$ cat src/rtl/cpu_pkg.sv
`default_nettype none
// ============================================================================
// Module   : cpu_pkg (package)
// Purpose  : Shared constants for the CPU memory-stage data responder:
//            FSM state encoding, default wait states, default storage depth
//            and the byte-to-doubleword address shift. Also provides the
//            address error check shared by the responder.
// Ports    : n/a (package)
// Revision : 1.0 - initial release
// ============================================================================
package cpu_pkg;

  // Responder FSM encoding
  localparam logic [1:0] c_IDLE = 2'd0;
  localparam logic [1:0] c_WAIT = 2'd1;
  localparam logic [1:0] c_RESP = 2'd2;

  localparam int c_DEF_WAIT_CYCLES = 2;
  localparam int c_DEF_DEPTH       = 32;

  // Byte address -> doubleword index
  localparam int c_DW_SHIFT = 3;

  // A request is in error when it is not doubleword aligned or its
  // doubleword index falls outside the storage.
  function automatic logic addr_error(input logic [63:0] addr, input int depth);
    logic [63:0] idx;
    idx = addr >> c_DW_SHIFT;
    return (addr[c_DW_SHIFT-1:0] != '0) || (idx >= 64'(depth));
  endfunction

endpackage
`default_nettype wire

$ cat src/rtl/dmem_array.sv
`default_nettype none
// ============================================================================
// Module   : dmem_array
// Purpose  : Doubleword data storage. Synchronous write, asynchronous read,
//            whole array cleared asynchronously by reset.
// Ports    : clk    - clock
//            reset  - asynchronous active-high clear
//            we     - write enable (caller guarantees waddr < DEPTH)
//            waddr  - write doubleword index
//            wdata  - write data
//            raddr  - read doubleword index
//            rdata  - combinational read data
// Revision : 1.0 - initial release
// ============================================================================
module dmem_array
  import cpu_pkg::*;
#(
  parameter int DEPTH   = c_DEF_DEPTH,
  parameter int INDEX_W = (DEPTH > 1) ? $clog2(DEPTH) : 1
) (
  input  logic               clk,
  input  logic               reset,
  input  logic               we,
  input  logic [INDEX_W-1:0] waddr,
  input  logic [63:0]        wdata,
  input  logic [INDEX_W-1:0] raddr,
  output logic [63:0]        rdata
);

  logic [63:0] r_mem [DEPTH];

  // Reset clears every word so a load after reset always returns zero.
  always_ff @(posedge clk or posedge reset) begin
    if (reset) begin
      for (int i = 0; i < DEPTH; i++) begin
        r_mem[i] <= '0;
      end
    end else if (we) begin
      r_mem[waddr] <= wdata;
    end
  end

  assign rdata = r_mem[raddr];

endmodule
`default_nettype wire

$ cat src/rtl/data_mem_responder.sv
`default_nettype none
// ============================================================================
// Module   : data_mem_responder
// Purpose  : CPU memory-stage data responder. Accepts one LDUR/STUR request
//            at a time, inserts WAIT_CYCLES wait states, then presents a
//            registered response held until the CPU accepts it.
// Ports    : clk        - clock, all state changes on rising edge
//            reset      - asynchronous active-high reset
//            req_valid  - request present
//            req_write  - 1 store, 0 load
//            req_addr   - byte address
//            req_wdata  - store data
//            req_ready  - responder idle, request accepted this edge
//            rsp_valid  - response present
//            rsp_ready  - CPU takes response this edge
//            rsp_rdata  - load data (0 for stores and errors)
//            rsp_error  - misaligned or out-of-range request
//            busy       - stall request, high whenever not idle
// Revision : 1.0 - initial release
// ============================================================================
module data_mem_responder
  import cpu_pkg::*;
#(
  parameter int DEPTH       = c_DEF_DEPTH,
  parameter int WAIT_CYCLES = c_DEF_WAIT_CYCLES
) (
  input  logic        clk,
  input  logic        reset,
  input  logic        req_valid,
  input  logic        req_write,
  input  logic [63:0] req_addr,
  input  logic [63:0] req_wdata,
  output logic        req_ready,
  output logic        rsp_valid,
  input  logic        rsp_ready,
  output logic [63:0] rsp_rdata,
  output logic        rsp_error,
  output logic        busy
);

  localparam int         c_INDEX_W   = (DEPTH > 1) ? $clog2(DEPTH) : 1;
  localparam logic [3:0] c_WAIT_LOAD = 4'(WAIT_CYCLES);
  localparam bit         c_ZERO_WAIT = (WAIT_CYCLES == 0);

  logic [1:0]  r_state;
  logic [3:0]  r_cnt;
  logic        r_write;
  logic [63:0] r_addr;
  logic [63:0] r_wdata;
  logic        r_rsp_valid;
  logic [63:0] r_rsp_rdata;
  logic        r_rsp_error;

  logic                 w_idle;
  logic                 w_accept;
  logic                 w_txn_write;
  logic [63:0]          w_txn_addr;
  logic [63:0]          w_txn_wdata;
  logic                 w_txn_error;
  logic [c_INDEX_W-1:0] w_txn_index;
  logic                 w_to_resp;
  logic                 w_mem_we;
  logic [63:0]          w_mem_rdata;

  assign w_idle   = (r_state == c_IDLE);
  assign w_accept = req_valid && w_idle;

  // With zero wait states the response is produced on the acceptance edge
  // itself, before the latched copy exists, so the live request is used
  // while idle and the latched copy otherwise.
  assign w_txn_write = w_idle ? req_write : r_write;
  assign w_txn_addr  = w_idle ? req_addr  : r_addr;
  assign w_txn_wdata = w_idle ? req_wdata : r_wdata;

  assign w_txn_error = addr_error(w_txn_addr, DEPTH);
  assign w_txn_index = w_txn_addr[c_DW_SHIFT +: c_INDEX_W];

  // Edge that enters RESP: storage commit and load capture happen here.
  // r_cnt <= 1 rather than == 1 so a stray zero count cannot hang in WAIT.
  assign w_to_resp = (w_accept && c_ZERO_WAIT) ||
                     ((r_state == c_WAIT) && (r_cnt <= 4'd1));

  assign w_mem_we = w_to_resp && w_txn_write && !w_txn_error;

  dmem_array #(
    .DEPTH   (DEPTH),
    .INDEX_W (c_INDEX_W)
  ) u_dmem_array (
    .clk   (clk),
    .reset (reset),
    .we    (w_mem_we),
    .waddr (w_txn_index),
    .wdata (w_txn_wdata),
    .raddr (w_txn_index),
    .rdata (w_mem_rdata)
  );

  always_ff @(posedge clk or posedge reset) begin
    if (reset) begin
      r_state     <= c_IDLE;
      r_cnt       <= '0;
      r_write     <= 1'b0;
      r_addr      <= '0;
      r_wdata     <= '0;
      r_rsp_valid <= 1'b0;
      r_rsp_rdata <= '0;
      r_rsp_error <= 1'b0;
    end else begin
      case (r_state)
        c_IDLE: begin
          if (w_accept) begin
            r_write <= req_write;
            r_addr  <= req_addr;
            r_wdata <= req_wdata;
            if (c_ZERO_WAIT) begin
              r_state <= c_RESP;
            end else begin
              r_state <= c_WAIT;
              r_cnt   <= c_WAIT_LOAD;
            end
          end
        end
        c_WAIT: begin
          r_cnt <= r_cnt - 4'd1;
          if (w_to_resp) begin
            r_state <= c_RESP;
          end
        end
        c_RESP: begin
          if (rsp_ready) begin
            r_state     <= c_IDLE;
            r_rsp_valid <= 1'b0;
            r_rsp_rdata <= '0;
            r_rsp_error <= 1'b0;
          end
        end
        default: begin
          r_state <= c_IDLE;
        end
      endcase

      // Response registers load only on the edge entering RESP and then
      // hold until the CPU takes the response.
      if (w_to_resp) begin
        r_rsp_valid <= 1'b1;
        r_rsp_error <= w_txn_error;
        r_rsp_rdata <= (w_txn_write || w_txn_error) ? 64'd0 : w_mem_rdata;
      end
    end
  end

  assign req_ready = w_idle;
  assign busy      = !w_idle;
  assign rsp_valid = r_rsp_valid;
  assign rsp_rdata = r_rsp_rdata;
  assign rsp_error = r_rsp_error;

endmodule
`default_nettype wire

$ cat config.mk
export PLATFORM = sky130hd
export DESIGN_NAME = data_mem_responder
export DESIGN_NICKNAME = d
export VERILOG_FILES = /design/src/rtl/cpu_pkg.sv /design/src/rtl/dmem_array.sv /design/src/rtl/data_mem_responder.sv
export SDC_FILE = /design/constraint.sdc
export NUM_CORES = 2
export LEC_CHECK = 0
export ABC_AREA = 1
export CAP_MARGIN = 20
export CORE_MARGIN = 1
export CORE_UTILIZATION = 50
export DETAILED_ROUTE_END_ITERATION = 8
export DONT_BUFFER_PORTS = 1
export GPL_TIMING_DRIVEN = 0
export PLACE_DENSITY = 0.71
export SYNTH_ARGS = -nofsm -noshare
export SYNTH_HDL_FRONTEND = slang
export SYNTH_SLANG_ARGS = --single-unit
$ cat constraint.sdc
create_clock -name clk -period 97.5 [get_ports clk]
set_input_delay 24.375 -clock clk [delete_from_list [all_inputs] [get_ports clk]]
set_output_delay 24.375 -clock clk [all_outputs]
set_load 0.005 [all_outputs]
Word level (Yosys, flattened, before mapping):

Index checks and enable logic that the tools add are counted.

* bits in registers: 2249
* output and inout bits: 68
* input port bits: 133
* word-level logic and storage cells: 92

* multiplexer cells: 23
* bitwise gates (word level): 1
* order comparisons: 4
* equal/unequal tests: 5
* reduce and logical (&&, ||, !) cells: 18
* add/subtract/negate cells: 1

Operators by type and width (count)
* $bwmux 2048: 1
* $mux 64: 9
* $bmux 64 s5: 1
* $demux 64 s5: 1
* $ge 61x6->1 const B: 1
* $pmux 4 s2: 1
* $ge 6x6->1 const B: 1
* $lt 6x1->1 const B: 1
* $mux 2: 3
* $not 5->6: 1
* $pmux 2 s3: 1
* $reduce_and 2->1: 3
* $reduce_bool 2->1: 3
* $logic_and 1x1->1: 5
* $mux 1: 5
* $le 4x1->1 const B: 1
* $mux 4: 1
* $ne 2x2->1 const B: 2
* $sub 4x1->4 const B: 1
* $reduce_and 3->1: 1
* $reduce_bool 3->1: 1
* $eq 2x1->1 const B: 1
* $eq 2x2->1 const B: 1
* $logic_not 1->1: 2
* other kinds (3): 4

Logic depth before layout (Yosys ltp):

* depth after elaboration: 8
* mapped depth: 16
* gate-level depth less buffers: 13

By module:

A second synthesis with hierarchy kept.

* cells, all modules: 12742
* area, all modules: 101330.9 sq um

By module, submodules not included
* dmem_array: sequential area each 51249.2 sq um, instances 1, area each 91824.3 sq um, cells each 11459
* data_mem_responder: sequential area each 5029.8 sq um, instances 1, area each 9506.6 sq um, cells each 1283

Worst setup path before layout:

OpenSTA, ideal clock, no wires.

* path type: input to register
* from: input port req_addr[54]
* to: register u_dmem_array.r_mem[1029] in the netlist's numbering
* arrival time: 25729 ps
* required time: 97368 ps
* setup slack: 71639 ps
* path buffers: 3
* stages on the path: 13
* setup time: 132 ps
* path through: nor2_1 -> nand2_1 -> nor2_1 -> nor2_1 -> nor2_1 -> nand3_1 -> nor2_4 -> buf_4 -> nand3_1 -> buf_2 -> clkbuf_1 -> nand2_1 -> o21ai_1

* cells in the longest elaborated chain, start to end: 5

Ends and longest elaborated chain
* start, declared: RTL line data_mem_responder.sv:31 `input logic [63:0] req_addr,`
* $mux 64: RTL line data_mem_responder.sv:72 `assign w_txn_addr = w_idle ? req_addr : r_addr;`
* $ge 61x6->1: RTL line cpu_pkg.sv:29 `return (addr[c_DW_SHIFT-1:0] != '0) || (idx >= 64'(depth));`
* $logic_or 1x1->1: RTL line cpu_pkg.sv:29
* $logic_not 1->1: RTL line data_mem_responder.sv:83 `assign w_mem_we = w_to_resp && w_txn_write && !w_txn_error;`
* $logic_and 1x1->1: RTL line data_mem_responder.sv:83
* end signal, assigned by index: RTL line dmem_array.sv:39 `r_mem[waddr] <= wdata;`
* end, declared: RTL line dmem_array.sv:30 `logic [63:0] r_mem [DEPTH];`

Every way passes these cells.
A chain may end at the register's enable or synchronous reset.

Final worst setup path:

* from: register r_state[0]
* to: output port req_ready

* cells in the longest elaborated chain, start to end: 1

Ends and longest elaborated chain
* start, declared: RTL line data_mem_responder.sv:45 `logic [1:0] r_state;`
* start signal, assigned: RTL line data_mem_responder.sv:100 `r_state <= c_IDLE;`
* start signal, assigned: RTL line data_mem_responder.sv:116 `r_state <= c_RESP;`
* start signal, assigned: RTL line data_mem_responder.sv:118 `r_state <= c_WAIT;`
* $logic_not 2->1: RTL line data_mem_responder.sv:65 `assign w_idle = (r_state == c_IDLE);`
* end, declared: RTL line data_mem_responder.sv:33 `output logic req_ready,`

Every way passes these cells.

==> out/metrics.csv <==
stage;metric;value;unit
logic_synthesis;post-synthesis mux area share;0;%
critical_path;critical path's largest stage delay;470;ps
logic_synthesis;YS warnings;0;
finish;Nets;14700;
routing;1st-iter DRT viols;14100;
cts;Post-CTS Resized;0;
power_and_ir_drop;Total Power;4010;uW
cts;hold_buf cts;0;
cts;Worst-Skew Late Latency;930;ps
floorplanning;initial core utilization;50.5;%
timing;period utilization;28.1;%
finish;Layout fillers;20100;
floorplanning;die height;463;um
power_and_ir_drop;combinational share of power;52.1;%
routing;# DRC;0;
run;max cap viols;0;
worst_hold_path;hold path cells;2;
worst_hold_path;Hold EP;r_wdata[15];
timing;Setup-failing EPs final;0;
cts;CTS buffer count;230;
logic_synthesis;Mapped Cells;14300;
timing;Setup Skew;47.6;ps
cts;setup bufs post-CTS;0;
power_and_ir_drop;power per standard cell area;33.7;nW/um2
worst_hold_path;Hold Crit Class;reg -> reg;
logic_synthesis;synthesized area;106000;um2
floorplanning;Die Span X;463;um
logic_synthesis;syn_area_per_cell;7.43;um2
floorplanning;IO Count;201;
logic_synthesis;Post-Synth XOR/XNOR Area;0;%
finish;Non-Filler Instances;17600;
finish;share of cells above drive strength 1;6.33;%
critical_path;Crit-path slowest cell;nor2_4;
global_route;first-pass GRT wire length;616;mm
critical_path;r2r setup slk;92220;ps
critical_path;Worst Setup SP;r_state[0];
logic_synthesis;adder-cell share of the synthesized area;0.0236;%
critical_path;reg2reg start;r_state[0];
finish;Area Overhead vs Synth;12.1;%
logic_synthesis;Synth Area in Compound Gates;14.3;%
global_route;vias in the first global route;92900;
timing;fin crit period;27370;ps
logic_synthesis;largest family of logic cells by synthesized area;simple AND/OR/NAND/NOR gates;
routing;Pre-antenna DRT Iters;7;
logic_synthesis;Mapped Nets;14400;
critical_path;CP Max Fanout;10;
floorplanning;FP Rows;168;
global_route;gr ovfl total;0;
finish;Reg area;56300;um2
timing;RSZ-0062 raised after global routing;false;
timing;sum of negative setup slack;0;ps
cts;H-tree depth;4;
cts;Clock Path Buffers;3;
routing;vias per cell;5.64;
placed_design;GP Congestion;1.00;
critical_path;Setup Crit Path Kind;reg -> out;
power_and_ir_drop;maximum VDD drop;0.0322;mV
timing;Least-Margin Pin Slew;1350;ps
power_and_ir_drop;sequential fraction of design power;24.3;%
logic_synthesis;post-synthesis sequential area ratio;53.0;%
global_route;initial antenna violation count;42;
cts;CTS tree;yes;
global_route;GR Util met1;49.7;%
critical_path;crit path buf inv count;3;
timing;relative slew slack;9.76;%
outcome;status;finished, final reports clean;
power_and_ir_drop;P_leak;0.0574;uW
timing;Slew Viols, Final;0;
critical_path;critical path's top delay family;buffers and inverters;
power_and_ir_drop;Clk network pwr share;23.6;%
routing;post-route ant nets;0;
critical_path;Critical Path End Type;output pin;
critical_path;CP arrival;3000;ps
routing;Total Wirelength;424;mm
routing;via count;99500;
cts;Sink Count;2249;
global_route;gr busiest metal;met2;
placed_design;hpwl dp;302;mm
logic_synthesis;Simple-Gate Fraction of Synth Area;23.6;%
floorplanning;Die Area;214000;um2
timing;maximum clock rate;36.5;MHz
global_route;largest net degree at the start of global routing;131;
power_and_ir_drop;switching share of power;51.2;%
global_route;met3 global-route usage;13.9;%
power_and_ir_drop;Int Power;1960;uW
cts;CTS clk-pin slew, worst paths;60;ps
routing;wire per inst;24.0;um
worst_hold_path;hold wc startpoint;r_wdata[15];
placed_design;placed cells;17100;
logic_synthesis;Unique masters post-synth;25;
critical_path;startpoint type of the worst setup path;flip-flop;
global_route;met2 track demand over resource;56.1;%
logic_synthesis;FF+latch count, synth;2249;
critical_path;worst reg2reg path endpoint;rsp_rdata[0];
global_route;GRT Total Usage;39.2;%
finish;Multi-input gate area;40300;um2
critical_path;WP data required;73120;ps
floorplanning;area of the core;210000;um2
critical_path;crit-path cells;nor2_4, buf_6, buf_4, buf_2;
timing;final hold vios;0;
critical_path;r2r worst-path depth;11;
power_and_ir_drop;Net Switching;2060;uW
placed_design;number of port buffers;0;
cts;Root Driver;clkbuf_16;
## synth_stat cells
master / n / area share [%]
nor2_4: 2 / 0.021
buf_6: 2 / 0.021
dfrtp_1: 2249 / 53
nand2_2: 4 / 0.024
o21ai_1: 1922 / 9.1
inv_1: 1297 / 4.6
buf_2: 441 / 2.1
o21ai_2: 1 / 0.0083
nor2_1: 331 / 1.2
nor3_1: 15 / 0.071
nor2_2: 1 / 0.0059
nand2_1: 6067 / 21
buf_4: 9 / 0.064
o21ai_0: 1113 / 5.2
a21oi_1: 1 / 0.0047
ha_1: 2 / 0.024
o31ai_1: 1 / 0.0071
clkbuf_1: 560 / 2.0
inv_2: 6 / 0.021
nor3_2: 1 / 0.0094
buf_1: 89 / 0.31
nand3b_1: 12 / 0.085
nand3_1: 145 / 0.68
a22oi_1: 1 / 0.0071
nand4_1: 6 / 0.035
## worst max-delay path by stage
stage | endpoint | slack, ps | cells after the start
finish | req_ready | 70130 | 4
global route | req_ready | 70020 | 4
CTS | req_ready | 70120 | 4
detailed placement | rsp_rdata[19] | 69720 | 14
global placement | u_dmem_array.r_mem[1957] | -16030 | 1
floorplan | r_addr[0] | 9580 | 1
## through the flow
step,worst slack (ps),utilization [%],hold slack [ps],area (um2)
floorplan,9580,-,444,106000
global placement,-16030,52.2,460,110000
detailed placement,69720,52.7,467,111000
CTS,70120,56.5,483,119000
global route,70020,56.6,493,119000
finish,70130,56.6,478,119000
## sequential cells by signal, indices dropped and copies added, names as in the netlist
signal              flops
r_addr                 64
r_cnt                   4
r_state                 2
r_wdata                64
r_write                 1
rsp_error               1
rsp_rdata              64
rsp_valid               1
u_dmem_array.r_mem   2048
## layout make-up
class | instances | area share, %
clock inverters | 89 | 1.02
inverters | 1303 | 4.12
repair buffers | 62 | 0.909
plain buffers | 1101 | 4.00
well taps | 2805 | 2.95
multi-input cells | 9625 | 33.8
clock buffers | 347 | 5.76
flip-flops and latches | 2249 | 47.3
diodes | 53 | 0.111
## kinds of logic (layout without fill, tap and decap cells)
family	Yosys count	count (layout)
other	0	53
DFF	2249	2249
adders and majority gates	2	2
and+or+nand+nor	6584	6584
AOI/OAI and AO/OA	3039	3039
buffers and inverters	2404	2902
## layer usage
metal	vias to the layer above	wire length (um)
met2	5926	177000
met3	1231	57800
met4	12	31400
li1	44900	-
met1	47400	157000
met5	-	86
## cell usage in the layout (no fill, tap or decap), types with 5 or more instances in the layout
cell,instances
buf_4,26
nor2_1,331
inv_1,1296
buf_2,444
nand4_1,6
o21ai_1,1939
buf_6,8
clkbuf_2,25
nand3b_1,12
inv_6,5
clkinv_2,42
clkbuf_16,233
bufinv_16,23
clkbuf_1,590
clkinvlp_4,7
diode_2,53
inv_2,6
nand2_1,6067
nand3_1,145
buf_16,26
o21ai_0,1096
dfrtp_1,2249
clkbuf_8,59
nor3_1,15
buf_1,89
## worst min-delay path, cell delays in order (launching register included)
cell and delay [ps]:
dfrtp_1 340, nand2_1 50, o21ai_0 60
## power groups by stage
| stage | logic [uW] | registers [uW] | clock network [uW] |
|---|---|---|---|
| after floorplan | 1110 | 993 | 0 |
| after global placement | 1940 | 998 | 0 |
| after detailed placement | 1970 | 991 | 0 |
| after CTS | 1980 | 975 | 943 |
| after global routing | 2200 | 978 | 981 |
| final | 2090 | 975 | 947 |
Power figures use the tool's default switching activity.
